File: config.mk
export PLATFORM = sky130hd
export DESIGN_NAME = output_uart_tx
export DESIGN_NICKNAME = d
export VERILOG_FILES = /design/src/rtl/output_uart_tx.sv
export SDC_FILE = /design/constraint.sdc
export NUM_CORES = 1
export LEC_CHECK = 0
export CAP_MARGIN = 25
export CORE_MARGIN = 1.5
export CORE_UTILIZATION = 40
export DETAILED_ROUTE_END_ITERATION = 16
export PLACE_DENSITY = 0.56
export SLEW_MARGIN = 20
export SYNTH_ARGS = -nofsm -noshare
export SYNTH_HDL_FRONTEND = slang
export SYNTH_SLANG_ARGS = --single-unit
File: constraint.sdc
create_clock -name clk -period 3.35 [get_ports clk]
set_input_delay 0.67 -clock clk [delete_from_list [all_inputs] [get_ports clk]]
set_output_delay 0.67 -clock clk [all_outputs]
set_load 0.02 [all_outputs]
File: src/rtl/output_uart_tx.sv
// -----------------------------------------------------------------------------
// output_uart_tx
//
// Captures every value latched into the output register into a small FIFO and
// sends each one to the host as an 8N1 UART frame (start, DATA_WIDTH data bits
// LSB first, stop). Back-to-back frames are sent with no idle gap between them.
//
// Optional feature macro: OUT_TX_PARITY_EN
//   When defined, an even-parity bit is sent between the last data bit and the
//   stop bit. The frame becomes (DATA_WIDTH+3)*CLKS_PER_BIT cycles long.
//
// Ports:
//   clk          system clock, rising-edge
//   reset        asynchronous active-low reset
//   out_load_i   output-register load strobe (one cycle per new value)
//   out_data_i   value being latched, sampled when out_load_i=1
//   tx_o         UART serial line, idle high, driven from a register
//   busy_o       frame in flight or FIFO non-empty
//   fifo_full_o  FIFO holds FIFO_DEPTH entries
//   overflow_o   sticky: a capture was dropped because the FIFO was full
// -----------------------------------------------------------------------------
module output_uart_tx #(
   parameter int unsigned DATA_WIDTH   = 8,
   parameter int unsigned CLKS_PER_BIT = 4,
   parameter int unsigned FIFO_DEPTH   = 4
) (
   input  logic                  clk,
   input  logic                  reset,
   input  logic                  out_load_i,
   input  logic [DATA_WIDTH-1:0] out_data_i,
   output logic                  tx_o,
   output logic                  busy_o,
   output logic                  fifo_full_o,
   output logic                  overflow_o
);

   localparam int unsigned BaudW = $clog2(CLKS_PER_BIT);
   localparam int unsigned BitW  = (DATA_WIDTH > 1) ? $clog2(DATA_WIDTH) : 1;
   localparam int unsigned PtrW  = (FIFO_DEPTH > 1) ? $clog2(FIFO_DEPTH) : 1;
   localparam int unsigned CntW  = $clog2(FIFO_DEPTH + 1);

   localparam logic [BaudW-1:0] BaudLast = BaudW'(CLKS_PER_BIT - 1);
   localparam logic [BitW-1:0]  BitLast  = BitW'(DATA_WIDTH - 1);
   localparam logic [CntW-1:0]  CntFull  = CntW'(FIFO_DEPTH);

   typedef enum logic [2:0] {
      StIdle,
      StStart,
      StData,
      StParity,
      StStop
   } state_e;

   state_e                state_q, state_d;
   logic [BaudW-1:0]      baud_q, baud_d;
   logic [BitW-1:0]       bit_q, bit_d;
   logic [DATA_WIDTH-1:0] shift_q, shift_d;
   logic                  tx_q, tx_d;
`ifdef OUT_TX_PARITY_EN
   logic                  parity_q, parity_d;
`endif

   logic [DATA_WIDTH-1:0] mem_q [FIFO_DEPTH];
   logic [PtrW-1:0]       wr_ptr_q, rd_ptr_q;
   logic [CntW-1:0]       count_q;
   logic                  overflow_q;

   logic                  pop;
   logic                  push;
   logic                  full;
   logic                  baud_wrap;
   logic [DATA_WIDTH-1:0] head;

   assign full      = (count_q == CntFull);
   assign baud_wrap = (baud_q == BaudLast);
   assign head      = mem_q[rd_ptr_q];
   // A pop on the same edge frees a slot, so a full FIFO can still accept.
   assign push      = out_load_i & (~full | pop);

   // ---------------------------------------------------------------- FSM
   always_ff @(posedge clk or negedge reset) begin
      if (!reset) begin
         state_q  <= StIdle;
         baud_q   <= '0;
         bit_q    <= '0;
         shift_q  <= '0;
         tx_q     <= 1'b1;
`ifdef OUT_TX_PARITY_EN
         parity_q <= 1'b0;
`endif
      end else begin
         state_q  <= state_d;
         baud_q   <= baud_d;
         bit_q    <= bit_d;
         shift_q  <= shift_d;
         tx_q     <= tx_d;
`ifdef OUT_TX_PARITY_EN
         parity_q <= parity_d;
`endif
      end
   end

   always_comb begin
      state_d  = state_q;
      baud_d   = baud_q;
      bit_d    = bit_q;
      shift_d  = shift_q;
      tx_d     = tx_q;
`ifdef OUT_TX_PARITY_EN
      parity_d = parity_q;
`endif
      pop      = 1'b0;

      unique case (state_q)
         StIdle: begin
            if (count_q != '0) begin
               pop      = 1'b1;
               shift_d  = head;
`ifdef OUT_TX_PARITY_EN
               parity_d = ^head;
`endif
               state_d  = StStart;
               tx_d     = 1'b0;
               baud_d   = '0;
               bit_d    = '0;
            end
         end

         StStart: begin
            if (baud_wrap) begin
               baud_d  = '0;
               bit_d   = '0;
               state_d = StData;
               tx_d    = shift_q[0];
            end else begin
               baud_d = baud_q + BaudW'(1);
            end
         end

         StData: begin
            if (baud_wrap) begin
               baud_d = '0;
               if (bit_q == BitLast) begin
`ifdef OUT_TX_PARITY_EN
                  state_d = StParity;
                  tx_d    = parity_q;
`else
                  state_d = StStop;
                  tx_d    = 1'b1;
`endif
               end else begin
                  bit_d   = bit_q + BitW'(1);
                  shift_d = shift_q >> 1;
                  tx_d    = shift_d[0];
               end
            end else begin
               baud_d = baud_q + BaudW'(1);
            end
         end

`ifdef OUT_TX_PARITY_EN
         StParity: begin
            if (baud_wrap) begin
               baud_d  = '0;
               state_d = StStop;
               tx_d    = 1'b1;
            end else begin
               baud_d = baud_q + BaudW'(1);
            end
         end
`endif

         StStop: begin
            if (baud_wrap) begin
               baud_d = '0;
               // Chain straight into the next frame when more data is queued.
               if (count_q != '0) begin
                  pop      = 1'b1;
                  shift_d  = head;
`ifdef OUT_TX_PARITY_EN
                  parity_d = ^head;
`endif
                  bit_d    = '0;
                  state_d  = StStart;
                  tx_d     = 1'b0;
               end else begin
                  state_d = StIdle;
                  tx_d    = 1'b1;
               end
            end else begin
               baud_d = baud_q + BaudW'(1);
            end
         end

         default: begin
            state_d = StIdle;
            baud_d  = '0;
            tx_d    = 1'b1;
         end
      endcase
   end

   // --------------------------------------------------------------- FIFO
   always_ff @(posedge clk or negedge reset) begin
      if (!reset) begin
         wr_ptr_q   <= '0;
         rd_ptr_q   <= '0;
         count_q    <= '0;
         overflow_q <= 1'b0;
      end else begin
         if (push) begin
            wr_ptr_q <= wr_ptr_q + PtrW'(1);
         end
         if (pop) begin
            rd_ptr_q <= rd_ptr_q + PtrW'(1);
         end
         if (push && !pop) begin
            count_q <= count_q + CntW'(1);
         end else if (pop && !push) begin
            count_q <= count_q - CntW'(1);
         end
         if (out_load_i && full && !pop) begin
            overflow_q <= 1'b1;
         end
      end
   end

   // Storage needs no reset: reset empties the FIFO through the pointers.
   always_ff @(posedge clk) begin
      if (push) begin
         mem_q[wr_ptr_q] <= out_data_i;
      end
   end

   assign tx_o        = tx_q;
   assign busy_o      = (state_q != StIdle) || (count_q != '0);
   assign fifo_full_o = full;
   assign overflow_o  = overflow_q;

endmodule

# Word level (Yosys, flattened, before mapping)
# Memory sizes are Yosys's and may differ from the RTL's.
# Index checks and enable logic that the tools add are counted.
[totals]
wordCells = 84
inputBits = 11
out_inout_bits = 4
memories = 1
ramBits = 32
reg_bits = 25
[op_classes]
muxes = 35
eq_ne = 12
add_sub_neg = 6
bitwise_logic = 3
n_reduce_logical = 18
[mem_list]
columns = ["memory", "words", "word_bits", "read_ports", "rd_clocked_by_memory_dff", "wr", "line_no", "source"]
rows = [
  ["mem_q", 4, 8, 1, 0, 1, "63", "logic [DATA_WIDTH-1:0] mem_q [FIFO_DEPTH];"],
]
[ops]
columns = ["op", "count"]
rows = [
  ["3-bit two-way mux", 12],
  ["8-bit two-way mux", 4],
  ["3-bit case mux with 4 select lines", 2],
  ["8-bit case mux with 3 select lines", 1],
  ["2-bit != test (second input constant)", 6],
  ["1-bit two-way mux", 11],
  ["5-bit AND reduction", 2],
  ["3-bit == test (second input constant)", 3],
  ["3-bit nonzero test", 3],
  ["4-bit AND reduction", 2],
  ["2-bit by 1-bit adder with 2-bit output (second input constant)", 3],
  ["3-bit by 1-bit adder with 3-bit output (second input constant)", 2],
  ["1-bit logical AND", 4],
  ["2-bit two-way mux", 2],
  ["1-bit case mux with 4 select lines", 1],
  ["2-bit case mux with 2 select lines", 1],
  ["4-bit nonzero test", 1],
  ["3-bit by 1-bit == test with 1-bit output (second input constant)", 1],
  ["3-bit by 2-bit == test with 1-bit output (second input constant)", 1],
  ["3-bit logical NOT", 1],
  ["3-bit OR reduction", 1],
  ["3-bit by 1-bit subtractor with 3-bit output (second input constant)", 1],
  ["2-bit == test (second input constant)", 1],
  ["1-bit logical NOT", 2],
  ["6 further kinds", 6],
]

# Depth between registers and ports, before layout
# Gate-level depths: netlist of the first run.
[logic_depth]
ltp_word = 10
depth_mapped = 11
mapped_depth_nobuf = 10

# Least setup slack after synthesis of the first run
# Ideal clock, no wire load.
[synth_path]
path_kind = "reg2reg"
start = "register count_q[0]"
end = "register count_q[1]"
n_path_buf = 1
period_less_slack_ns = 2.521
setup_slack_ns = 0.829
setup_time_ns = 0.125
arrival_ns = 2.396
stages_incl_launch_ff = 9
required_time_ns = 3.225
cell_sequence = "dfrtp_1 > nor3b_1 > a21boi_1 > nor2b_1 > clkbuf_1 > ha_1 > inv_1 > fa_1 > mux2_2"
[synth_between]
word_cells_on_any_way = 17
classes_between = "2 x add/sub; 1 x eq/ne; 5 x mux; 3 x bitwise; 6 x reduce/logical"
[synth_rtl]
columns = ["element", "line_no", "source"]
rows = [
  ["start, declared", "65", "logic [CntW-1:0] count_q;"],
  ["start signal, assigned", "218", "count_q <= count_q + CntW'(1);"],
  ["start signal, assigned", "220", "count_q <= count_q - CntW'(1);"],
  ["3-bit == test (*)", "74", "assign full = (count_q == CntFull);"],
  ["named net fifo_full_o", "33", "output logic fifo_full_o,"],
  ["1-bit NOT (*)", "78", "assign push = out_load_i & (~full | pop);"],
  ["1-bit OR (*)", "78", ""],
  ["1-bit bitwise AND (*)", "78", ""],
  ["named net push", "69", "logic push;"],
  ["1-bit logical NOT", "219", "end else if (pop && !push) begin"],
  ["1-bit logical AND", "219", ""],
  ["2-bit nonzero test (no line)", "--", ""],
]
# The timed path passes the listed nets; every way through them passes the cells marked *. The select of a mux whose other input is x is not followed.
# A chain may end at the register's enable or synchronous reset.

# Worst setup path after layout of the first run
[layout_path]
start = "register count_q[1]"
end = "output busy_o"
[layout_between]
elab_chain_len = 2
[layout_rtl]
columns = ["element", "line_no", "source"]
rows = [
  ["3-bit nonzero test", "236", "assign busy_o = (state_q != StIdle) || (count_q != '0);"],
  ["1-bit logical OR", "236", ""],
  ["end, declared", "32", "output logic busy_o,"],
]
# No other way between the ends.

==> flow_metrics.tcl, run 1 <==
set metrics [dict create \
    synth-seq-area-share_pct 61.39 \
    timing.final.crit_period_ps 2873 \
    final-max-slew-violation-count 0 \
    main_combinational_cell_family_by_area_after_synthesis "simple AND/OR/NAND/NOR gates" \
    post_cts_setup_buffer_count 0 \
    dp_hpwl_um 3033 \
    outcome "finished clean" \
    final_core_utilization_pct 47.84 \
    worst-setup-path-type "reg2out" \
    flow.area_growth_from_synthesis_pct 16.79 \
    grt_util_met3_pct 3.280 \
    gp_congestion 0.8164 \
    post_synthesis_share_of_cell_area_spent_on_full_adders_half_adders_and_majority_gates_pct 4.644 \
    globalRouteTotalUtil_pct 14.65 \
    regArea_sq_mm 0.001588 \
    endpoint_kind "output port" \
    timing.rr.end "count_q[2]" \
    num-nets-final 231 \
    yosys_register_bits 57 \
    fp.dieH_um 83.41 \
    initial_utilization_pct 40.96 \
    clkSlewWorstSetupHoldPaths_ps 70 \
    detailedRoute.firstIterationViolations 49 \
    fp.dieArea_sq_mm 0.006957 \
    layout.cell_area.non_filler_sq_mm 0.003020 \
    busiest_layer "met2" \
    cp_max_fo 7 \
    finalWirelength_um 4580 \
    layout-drive-gt1-share_pct 14.35 \
    gr-usage-met1_pct 16.59 \
    timing.final.hold_violations 0 \
    width_of_the_die_um 83.41 \
    dpl.cell_count 277 \
    worst-endpoint-arrival_ps 2200 \
    worst_ep_required_time_ps 2680 \
    vias_per_cell 5.242 \
    compound_gate_portion_of_the_synthesized_area_pct 6.193 \
    setup.worst_path.start "count_q[1]" \
    number_of_inserted_filler_cells_in_the_final_layout 580 \
    synth_xor_xnor_area_share_pct 2.032 \
    p_leak_uw 0.001136 \
    worst_ir_drop_vdd_v 0.0004368 \
    powerDensity_mw_per_mm2 906.4 \
    achievable-frequency_ghz 0.3481 \
    timing.clock.skew_ps 7.522 \
    cts_buffers 9 \
    portBuffers 14 \
    floorplan.io_pins 15 \
    worstHoldPathType "reg2reg" \
    num_rows 29 \
    net_count_after_synthesis 217 \
    grt_pass1_vias 1627 \
    tightest_slew_ps 621.3 \
    synthCells 197 \
    drtAntennaViolNets 0 \
    route.vias.total 1536 \
    multiplexer_share_of_the_synthesized_area_pct 8.999 \
    rr_worst_depth 10 \
    cts.path.max_buffers 2 \
    wire_length_of_the_first_global_routing_pass_um 7803 \
    fin_total_pwr_uw 2738 \
    drt_drc_violations_left 0 \
    grt.overflow.total 0 \
    max_slew_margin_pct 58.58 \
    clock_latency_ps 330 \
    holdPathStages 1 \
    totalNegativeSetupSlack_ps 0 \
    grt_antenna_before_repair 0 \
    ff2ff_setup_slack_ps 590 \
    drtPass1Iterations 4 \
    groute.layer.met2.usage_pct 25.28 \
    cts_tree "done" \
    synth_simple_gate_area_share_pct 13.26 \
    insertedDiodeCount 0 \
    hp-start "overflow_o" \
    post_synth.cell_area_avg_sq_um 13.13 \
    routedWlPerCell_um 15.63 \
    clock-root-buffer "clkbuf_8" \
    placedInstanceArea_sq_mm 0.002778 \
    cts_htree_levels 3 \
    grt_max_degree 26 \
    post_cts_resize_count 0 \
    rsz0062_at_grt "no" \
    max_cap_viol_count 0 \
    synthesis.area_sq_mm 0.002586 \
    worst_hold_path.endpoint "overflow_o" \
    core_area_sq_mm 0.006314 \
    layoutNonFillerInstCount 293 \
    report.final.setup_viol 0 \
    reg2reg_from "baud_q[0]" \
    multi_input_comb_area_sq_um 908.4 \
    cts-hold-fix-buffers 0 \
    synth.distinct_cells 40 \
    setup.worst_path.start_class "flop" \
    synthesis.yosys.warnings 0 \
    fin_crit_sh_pct 85.75 \
    tritoncts_num_sinks 57 \
]
worst max-delay path, cell delays in order, from the launching register on:
cell and delay, ps:
dfrtp_1 420, or3_1 480, or4_1 430, clkdlybuf4s50_1 550
flip-flops by register name, indices dropped and copies added (netlist names):
name / count
mem_q: 32
shift_q: 8
bit_q: 3
count_q: 3
state_q: 3
baud_q: 2
rd_ptr_q: 2
wr_ptr_q: 2
overflow_o: 1
tx_o: 1
worst max path at each step:
| stage | end | cells past startpoint | slack (ps) |
|---|---|---|---|
| after floorplan | count_q[1] | 8 | 830 |
| final | busy_o | 3 | 480 |
| after global routing | count_q[2] | 10 | 310 |
| after detailed placement | count_q[2] | 10 | 570 |
| after global placement | count_q[2] | 8 | 710 |
| after CTS | busy_o | 3 | 460 |
report_power, final:
group	internal, uW	switching, uW
sequential	968	195
clock	493	279
combinational	411	391
total	1870	865
cells in the final DEF, fill, tap and decap left out, types with 2 or more instances in the layout:
cell              n
nand2_1          23
nand2b_1          3
dfrtp_1          24
clkinvlp_4        2
a21oi_1           9
a31oi_1           7
and2_1            4
buf_4             2
bufinv_16         3
mux4_2            8
xor2_1            3
nor3b_1           5
ha_1              8
nor3_1            9
inv_1             8
o31ai_1           4
clkbuf_8          9
nor2_1           11
edfxtp_1         32
mux2i_1           3
xnor2_1           3
clkdlybuf4s50_1  14
layout make-up:
type	instances	share of cell area, %
sequential	57	52.57
inverter	8	0.9942
clock inverter	7	3.935
tap	77	3.190
timing repair buffer	16	5.137
clock buffer	9	4.101
multi-input combinational	119	30.07
synth_stat cells, drive strengths merged:
master	n	share of area, %
mux4	8	7.0
o41ai	1	0.34
a21o	1	0.29
nand3b	1	0.29
dfstp	1	1.0
ha	8	3.9
a21oi	9	1.7
or3b	1	0.34
a22oi	1	0.29
nor4	1	0.24
o31ai	4	1.2
nor3b	6	2.2
or3	2	0.68
clkbuf	9	1.3
o21ai	2	0.39
and3	1	0.44
nor2b	1	0.24
nand3	1	0.19
nor2	11	1.6
edfxtp	32	37
mux2	2	0.87
a21boi	1	0.29
mux2i	3	1.2
xnor2	3	1.0
and2	4	0.97
nand2b	3	0.73
xor2	3	1.0
or4	1	0.29
nor3	9	1.7
buf	4	1.0
dfrtp	24	23
fa	1	0.77
a31oi	7	1.7
inv	8	1.2
nand2	23	3.3
kinds of logic (layout without fill, tap and decap cells):
logic type / Yosys count / count (layout)
adders and majority gates: 9 / 9
DFF: 57 / 57
buffers and inverters: 21 / 40
and+or+nand+nor: 65 / 65
xor gates and xnor gates: 6 / 6
muxes: 13 / 13
AOI/OAI and AO/OA: 26 / 26
routing by layer:
layer	part of all wire, %	up-vias	wire (um)
met5	0	-	0
met4	2.4	0	112
met3	2.1	10	97
met2	52	19	2392
met1	43	768	1977
li1	-	739	-
stage by stage:
stage / setup WS [ps] / hold WS (ps)
floorplan: 829.4 / 374.4
global placement: 709.9 / 448.7
detailed placement: 571.0 / 446.8
CTS: 455.5 / 461.3
global route: 307.9 / 498.2
finish: 477.4 / 456.6
No activity file was read; power rests on OpenSTA's default activity.
==> run 2, diff against run 1 <==
--- a/config.mk
+++ b/config.mk
@@ -8,6 +8,7 @@
 export CAP_MARGIN = 25
 export CORE_MARGIN = 1.5
 export CORE_UTILIZATION = 40
+export CTS_CLUSTER_DIAMETER = 200
 export DETAILED_ROUTE_END_ITERATION = 16
 export PLACE_DENSITY = 0.56
 export SLEW_MARGIN = 20
==> results of run 2 <==
No change in the layout: final DEF, timing and power equal those of run 1.
